$ cat config.mk
export PLATFORM = sky130hd
export DESIGN_NAME = booth_r4_control
export DESIGN_NICKNAME = d
export VERILOG_FILES = /design/src/rtl/booth_r4_control.sv
export SDC_FILE = /design/constraint.sdc
export NUM_CORES = 1
export LEC_CHECK = 0
export BUFFER_PORTS_ARGS = -buffer_cell sky130_fd_sc_hd__buf_4
export CELL_PAD_IN_SITES_DETAIL_PLACEMENT = 2
export CELL_PAD_IN_SITES_GLOBAL_PLACEMENT = 2
export CORE_MARGIN = 3
export CORE_UTILIZATION = 27
export DETAILED_ROUTE_END_ITERATION = 12
export HOLD_SLACK_MARGIN = 0.02
export PLACE_DENSITY = 0.71
export SLEW_MARGIN = 25
export SYNTH_ARGS = -nofsm -noshare
export SYNTH_HDL_FRONTEND = slang
export SYNTH_SLANG_ARGS = --single-unit
$ cat constraint.sdc
create_clock -name CLOCK -period 1.3 [get_ports CLOCK]
set_input_delay 0 -clock CLOCK [delete_from_list [all_inputs] [get_ports CLOCK]]
set_output_delay 0 -clock CLOCK [all_outputs]
set_load 0.05 [all_outputs]
$ cat src/rtl/booth_r4_control.sv
// ---------------------------------------------------------------------------
// booth_r4_control
//
// Radix-4 Booth sequencer and register file for a shift-and-add multiplier.
// It holds the multiplicand (M), the accumulator (HI) and the multiplier/low
// product (LO). In each CALC cycle it recodes two multiplier bits plus the
// extra Booth bit into an operation code for an external add/subtract stage.
// It then takes that stage's result back and arithmetic-shifts {HI, LO} right
// by two. After N/2 iterations the signed 2N-bit product is registered and
// DONE pulses for one cycle.
//
// Parameters
//   N        operand width in bits (even, >= 4). The companion adder works
//            on N+2-bit values.
//
// Ports
//   CLOCK    in   1     rising-edge clock
//   RESET    in   1     asynchronous active-high reset
//   START    in   1     start request, honoured only in IDLE
//   A        in   N     signed multiplicand, sampled with START
//   B        in   N     signed multiplier, sampled with START
//   ADD_OUT  in   N+2   adder result for REG_HI, REG_M and OP_MODE
//   OP_MODE  out  2     00 HI+M, 01 HI-M, 10 HI+2M, 11 HI-2M
//   REG_M    out  N+2   sign-extended multiplicand register
//   REG_HI   out  N+2   accumulator register
//   PRODUCT  out  2N    signed product, held until the next completion
//   BUSY     out  1     high while iterating
//   DONE     out  1     one-cycle completion pulse
// ---------------------------------------------------------------------------
module booth_r4_control #(
    parameter int N = 8
) (
    input  logic           CLOCK,
    input  logic           RESET,
    input  logic           START,
    input  logic [N-1:0]   A,
    input  logic [N-1:0]   B,
    input  logic [N+1:0]   ADD_OUT,
    output logic [1:0]     OP_MODE,
    output logic [N+1:0]   REG_M,
    output logic [N+1:0]   REG_HI,
    output logic [2*N-1:0] PRODUCT,
    output logic           BUSY,
    output logic           DONE
);

    localparam int W  = N + 2;
    localparam int CW = $clog2(N / 2);

    typedef enum logic [1:0] {
        S_IDLE = 2'b00,
        S_CALC = 2'b01,
        S_FIN  = 2'b10
    } state_t;

    // Booth digit recode. Result bit 2 flags a non-zero digit, so the adder
    // result is used. Bits 1:0 are the adder operation code.
    function automatic logic [2:0] booth_recode(input logic [2:0] digit);
        logic [2:0] rec;
        case (digit)
            3'b001, 3'b010: rec = 3'b1_00;  // +M
            3'b011:         rec = 3'b1_10;  // +2M
            3'b100:         rec = 3'b1_11;  // -2M
            3'b101, 3'b110: rec = 3'b1_01;  // -M
            default:        rec = 3'b0_00;  // 000 / 111: digit 0
        endcase
        return rec;
    endfunction

    state_t         r_state;
    logic [W-1:0]   r_m;
    logic [W-1:0]   r_hi;
    logic [N-1:0]   r_lo;
    logic           r_q;
    logic [CW-1:0]  r_count;
    logic [2*N-1:0] r_product;
    logic           r_busy;
    logic           r_done;

    logic [2:0]     w_digit;
    logic [2:0]     w_rec;
    logic [1:0]     w_op;
    logic           w_add_en;
    logic [W-1:0]   w_sum;
    logic [W-1:0]   w_hi_next;
    logic [N-1:0]   w_lo_next;
    logic           w_last;

    // Recode the current digit and select the adder result or the unchanged HI.
    always_comb begin
        w_digit  = {r_lo[1:0], r_q};
        w_rec    = booth_recode(w_digit);
        w_op     = 2'b00;
        w_add_en = 1'b0;
        if (r_state == S_CALC) begin
            w_op     = w_rec[1:0];
            w_add_en = w_rec[2];
        end else begin
            w_op     = 2'b00;
            w_add_en = 1'b0;
        end
        if (w_add_en) begin
            w_sum = ADD_OUT;
        end else begin
            w_sum = r_hi;
        end
        // Arithmetic shift of {sum, LO} right by two. HI has two spare sign
        // bits, so replicating sum's MSB keeps the value exact even for
        // -2^(N-1) * -2^(N-1).
        w_hi_next = {w_sum[W-1], w_sum[W-1], w_sum[W-1:2]};
        w_lo_next = {w_sum[1:0], r_lo[N-1:2]};
        w_last    = (r_count == CW'(N / 2 - 1));
    end

    // Sequencer FSM and datapath registers, including the registered status outputs.
    always_ff @(posedge CLOCK or posedge RESET) begin
        if (RESET) begin
            r_state   <= S_IDLE;
            r_m       <= {W{1'b0}};
            r_hi      <= {W{1'b0}};
            r_lo      <= {N{1'b0}};
            r_q       <= 1'b0;
            r_count   <= {CW{1'b0}};
            r_product <= {(2*N){1'b0}};
            r_busy    <= 1'b0;
            r_done    <= 1'b0;
        end else begin
            case (r_state)
                S_IDLE: begin
                    r_done <= 1'b0;
                    if (START) begin
                        r_m     <= {{2{A[N-1]}}, A};
                        r_hi    <= {W{1'b0}};
                        r_lo    <= B;
                        r_q     <= 1'b0;
                        r_count <= {CW{1'b0}};
                        r_busy  <= 1'b1;
                        r_state <= S_CALC;
                    end else begin
                        r_busy  <= 1'b0;
                        r_state <= S_IDLE;
                    end
                end
                S_CALC: begin
                    r_hi    <= w_hi_next;
                    r_lo    <= w_lo_next;
                    r_q     <= r_lo[1];
                    r_count <= r_count + CW'(1'b1);
                    if (w_last) begin
                        // Final iteration: capture the product from the next-state
                        // values so that it is valid on the edge that enters FIN.
                        r_product <= {w_hi_next[N-1:0], w_lo_next};
                        r_busy    <= 1'b0;
                        r_done    <= 1'b1;
                        r_state   <= S_FIN;
                    end else begin
                        r_busy    <= 1'b1;
                        r_done    <= 1'b0;
                        r_state   <= S_CALC;
                    end
                end
                S_FIN: begin
                    // START is deliberately ignored here; the minimum issue
                    // interval is N/2+2 cycles.
                    r_busy  <= 1'b0;
                    r_done  <= 1'b0;
                    r_state <= S_IDLE;
                end
                default: begin
                    r_busy  <= 1'b0;
                    r_done  <= 1'b0;
                    r_state <= S_IDLE;
                end
            endcase
        end
    end

    assign OP_MODE = w_op;
    assign REG_M   = r_m;
    assign REG_HI  = r_hi;
    assign PRODUCT = r_product;
    assign BUSY    = r_busy;
    assign DONE    = r_done;

endmodule

**Word-level counts from Yosys, hierarchy flattened**

Cells that the tools add are included.

- Register bits after elaboration: 49
- Input port bits: 29
- Output and inout bits: 40
- Logic and storage cells: 46

- Add/sub/neg operators: 1
- Equal/unequal tests: 9
- Mux-type cells: 20
- Reduce and logical (&&, ||, !) cells: 7

Operators by type and width:

| kind | count |
|---|---|
| $mux W10 | 2 |
| $pmux W10 S2 | 1 |
| $pmux W8 S2 | 1 |
| $pmux W3 S4 | 1 |
| $eq A3 B3 Y1 const B | 3 |
| $mux W8 | 1 |
| $pmux W2 S2 | 2 |
| $mux W1 | 7 |
| $eq A3 B2 Y1 const B | 2 |
| $mux W2 | 3 |
| $reduce_and A2 Y1 | 3 |
| $pmux W1 S2 | 2 |
| $reduce_or A2 Y1 | 2 |
| $eq A3 B1 Y1 const B | 1 |
| $add A2 B1 Y2 const B | 1 |
| $eq A2 B1 Y1 const B | 1 |
| $eq A2 B2 Y1 const B | 1 |
| $logic_not A2 Y1 | 1 |
| $ne A2 B2 Y1 const B | 1 |
| $reduce_bool A2 Y1 | 1 |

**Longest topological paths before layout**

- Depth in word-level cells: 6
- Depth in mapped cells: 6
- Depth with buffers taken out: 4

**Least setup slack after synthesis**

No wires, ideal clock.

- Path kind: flip-flop to output port
- Start: reg r_state[0]
- End: out OP_MODE[1]
- Arrival: 1.913 ns
- Slack: -0.613 ns
- Stages on the path, launching flop included: 5
- Path buffers: 2
- Cells stage by stage: dfrtp_1 -> nand2b_1 -> buf_2 -> buf_2 -> a21oi_1

- Word-level cells in the longest chain between the ends: 2

RTL lines:

| element | RTL line | RTL |
|---|---|---|
| start, declared | 70 | `state_t r_state;` |
| start signal, assigned | 118 | `r_state <= S_IDLE;` |
| start signal, assigned | 138 | `r_state <= S_CALC;` |
| start signal, assigned | 141 | `r_state <= S_IDLE;` |
| $eq A2 B1 Y1 | 95 | `if (r_state == S_CALC) begin` |
| $mux W2 | 95 |  |
| end, declared | 39 | `output logic [1:0] OP_MODE,` |

Every way passes these cells.

**Worst setup path after layout**

- Start: reg r_lo[1]
- End: out OP_MODE[1]

- Word-level cells in the longest chain between the ends: 4
- Elaborated cells between the ends (all ways): 10
- Those cells by class: eq/ne (6); mux (2); reduce/logical (2)

RTL lines:

| element | RTL line | RTL |
|---|---|---|
| start, declared | 73 | `logic [N-1:0] r_lo;` |
| start signal, assigned | 121 | `r_lo <= {N{1'b0}};` |
| start signal, assigned | 146 | `r_lo <= w_lo_next;` |
| $eq A3 B3 Y1, or another cell as far along | 60 | `case (digit)` |
| $reduce_or A2 Y1 | 60 |  |
| $pmux W3 S4 * | 60 |  |
| $mux W2 * | 95 |  |

Mark *: on every way between the ends. The rest lies on a longest branch, timed or not.

==> flow_summary.json <==
{
  "start_util": 0.2852,
  "die_h_um": 97.51,
  "synth_adder_area_share": 0.005534,
  "fp-row-count": 32,
  "synth_compound_area_frac": 0.1107,
  "synth_edf_count": 0,
  "p_leak_nw": 1.795,
  "worstMarginPinSlew_ns": 0.4786,
  "ys_seq_elements": 46,
  "grt_pass1_vias": 2481,
  "path_cells": "buf_4 > or2_4 > a21oi_2 > buf_6",
  "cts_tree": "done",
  "end_kind": "output pin",
  "worstRegToRegCells": 5,
  "n_antenna_cell": 0,
  "slew_headroom": 0.6805,
  "async_reset_ff_frac": 1.000,
  "power_density_mw_per_mm2": 3000,
  "total_power_mw": 11.42,
  "synth_top_family_by_area": "simple AND/OR/NAND/NOR gates",
  "fin_nets": 389,
  "yosys.area.top_type": "dfrtp_1",
  "grt_pass1_wl_um": 13400,
  "num_vias": 2298,
  "slowest_delay_ns": 0.44,
  "synth-xor-area-share": 0,
  "antenna_left": 0,
  "grt_usage": 0.1782,
  "syn_to_final_growth_pct": 68.35,
  "synthesis.nets": 259,
  "setup_ws_ns": -0.1609,
  "synth_common_cells": "dfrtp_1 (46), nand2_1 (44), nand3_1 (20)",
  "crit_end": "OP_MODE[1]",
  "wl_per_cell_um": 19.94,
  "grt_use_met3": 0.03230,
  "regToRegSetupSlack_ns": -0.16,
  "grt_use_met1": 0.2132,
  "via_per_inst": 4.974,
  "fin_crit_ns": 1.461,
  "synth_flop_cell": "dfrtp_1",
  "syn_area_mm2": 0.002261,
  "cp_max_fo": 5,
  "place.gp.congestion": 0.7566,
  "period_share": 1.124,
  "ir_worst_vdd_mv": 1.377,
  "synthCells": 229,
  "core-area_mm2": 0.007928,
  "criticalPathCategory": "reg -> out",
  "synth_top_area_share": 0.5091,
  "fin_skew_ns": 0.009970,
  "firstDrtPassIters": 4,
  "htreeDepth": 2,
  "die_area_mm2": 0.009508,
  "drtIter0Drc": 58,
  "critPathSlowestCell": "dfrtp_2",
  "antenna_found_initial": 0,
  "worst_ep_required_time_ns": 1.30,
  "cts_buffer_depth": 2,
  "rr_startpoint": "r_q$_DFFE_PP0P_",
  "die_w_um": 97.51,
  "yosysMostFrequentCell": "dfrtp_1",
  "grtUsageMet2": 0.3258,
  "synth-seq-area-share": 0.5091,
  "portBuffers": 68,
  "status": "finished with violations",
  "violations": "negative setup slack",
  "numClockSinks": 46,
  "ios": 69,
  "synth_warnings": 0,
  "worstSetupStartpoint": "r_lo[1]$_DFFE_PP0P_",
  "grt_max_degree": 22,
  "synth-simple-area-share": 0.2629,
  "dp_hpwl_um": 5639,
  "fillers": 817,
  "syn_avg_cell_area_um2": 9.873,
  "muxShareOfSynthArea": 0.02988,
  "synth.area.top_cells": "dfrtp_1 (51%), nand2_1 (7.3%), a31oi_1 (4.4%), nand3_1 (4.4%), nand3_2 (4.4%)",
  "drc": 0,
  "reg2reg_to": "PRODUCT[12]$_DFFE_PP0P_",
  "setup_viol": 45,
  "hp-class": "in -> reg",
  "worst_skew_pair.late_latency_ns": 0.31,
  "clkTransAtPathRegs_ns": 0.10,
  "drv_slew": 0,
  "max_freq_mhz": 684.5,
  "grt_setup_unrepaired": "true",
  "tns_ns": -4.220,
  "startpoint_type": "flop",
  "drive_gt1_frac": 0.5278,
  "ys_types": 33,
  "drv_cap": 0,
  "crit_arrival_ns": 1.46,
  "top_usage_layer": "met2",
  "dp_slack_ns": -0.1460,
  "grt-ovfl-total": 0,
  "cts_root_buf": "clkbuf_8",
  "routed_wirelength_um": 9210,
  "cts_made_buffers": 5,
  "hold_viol": 0
}
==> cells in the final DEF (no fill, tap or decap), types with 2 or more instances in the layout <==
master / n
a22oi_1: 2
a31oi_1: 14
and3_1: 2
and3b_2: 2
buf_12: 2
buf_4: 97
buf_6: 15
buf_8: 3
clkbuf_8: 5
dfrtp_1: 42
dfrtp_2: 4
dlygate4sd3_1: 27
mux2_4: 6
nand2_1: 21
nand2_2: 15
nand2_4: 8
nand3_1: 16
nand3_2: 14
nand4_1: 10
nor2_1: 17
o211ai_1: 8
o21ai_0: 4
o21ai_1: 5
==> state kept, by name (all words and copies together), names as in the netlist <==
signal,cells
REG_HI,8
REG_M,8
r_lo,8
r_count,2
r_state,2
DONE,1
r_q,1
PRODUCT,16
==> layer usage <==
| layer | vias up | wire length [um] |
|---|---|---|
| li1 | 1063 | - |
| met1 | 1164 | 3768 |
| met2 | 62 | 4987 |
| met3 | 9 | 361 |
| met4 | 0 | 91 |
| met5 | - | 0 |
==> what timing repair did <==
action | 4_1_cts | 5_1_grt
resized for setup | 40 | 35
hold buffers | 27 | 0
pin swaps | 25 | 17
cloned | 2 | 1
hold endpoints to repair | 50 | 0
setup buffers | 5 | 9
setup endpoints to repair | 44 | 45
==> critical path, delay by kind of cell (launching register included) <==
| kind | cells | cell delay (ns) |
|---|---|---|
| simple gates | 1 | 0.24 |
| flops | 1 | 0.44 |
| buf+inv | 2 | 0.33 |
| compound gates | 1 | 0.13 |
==> cell families (layout without fill, tap and decap cells) <==
family          after synthesis  count (layout)
flops                        46              46
fa+ha+maj                     1               1
simple gates                112             113
compound gates               39              39
mux                           6               6
buf+inv                      25             155
==> worst min-delay path by stage <==
| stage | from | end | slack (ns) | cells after the start |
|---|---|---|---|---|
| finish | START | REG_HI[8]$_DFFE_PP0P_ | 0.15 | 4 |
| global route | START | REG_HI[8]$_DFFE_PP0P_ | 0.17 | 4 |
| CTS | START | r_count[0]$_DFFE_PP0P_ | 0.11 | 4 |
| detailed placement | RESET | REG_M[4]$_DFFE_PP0N_ | 0.05 | 2 |
| global placement | RESET | REG_M[5]$_DFFE_PP0N_ | 0.05 | 2 |
| floorplan | A[0] | REG_M[0]$_DFFE_PP0N_ | 0.11 | 2 |
==> through the flow <==
stage          instances  area (um2)  utilization  hold slack, ns
5_1_grt              462        3806       0.4801          0.1659
6_report             462        3806       0.4801          0.1482
4_1_cts              452        3595       0.4534          0.1113
2_1_floorplan        229        2302            -          0.1124
3_5_place_dp         410        3038       0.3832         0.05189
3_3_place_gp         410        3038       0.3832         0.05248
==> area by class of cell <==
type | count | area (um2) | area share
Multi-Input combinational cell | 159 | 1124 | 0.2952
Tap cell | 102 | 127.6 | 0.03353
Inverter | 1 | 3.754 | 0.0009862
Sequential cell | 46 | 1156 | 0.3037
Timing Repair Buffer | 146 | 1285 | 0.3376
Clock buffer | 6 | 72.57 | 0.01907
Clock inverter | 2 | 37.54 | 0.009862
==> where the power goes <==
part / switching, mW / internal [mW] / total, mW
Combinational: 4.53 / 2.95 / 7.48
Sequential: 0.703 / 2.13 / 2.83
Clock: 0.527 / 0.574 / 1.10
Total: 5.76 / 5.66 / 11.4
(Power assumes the default switching activity.)
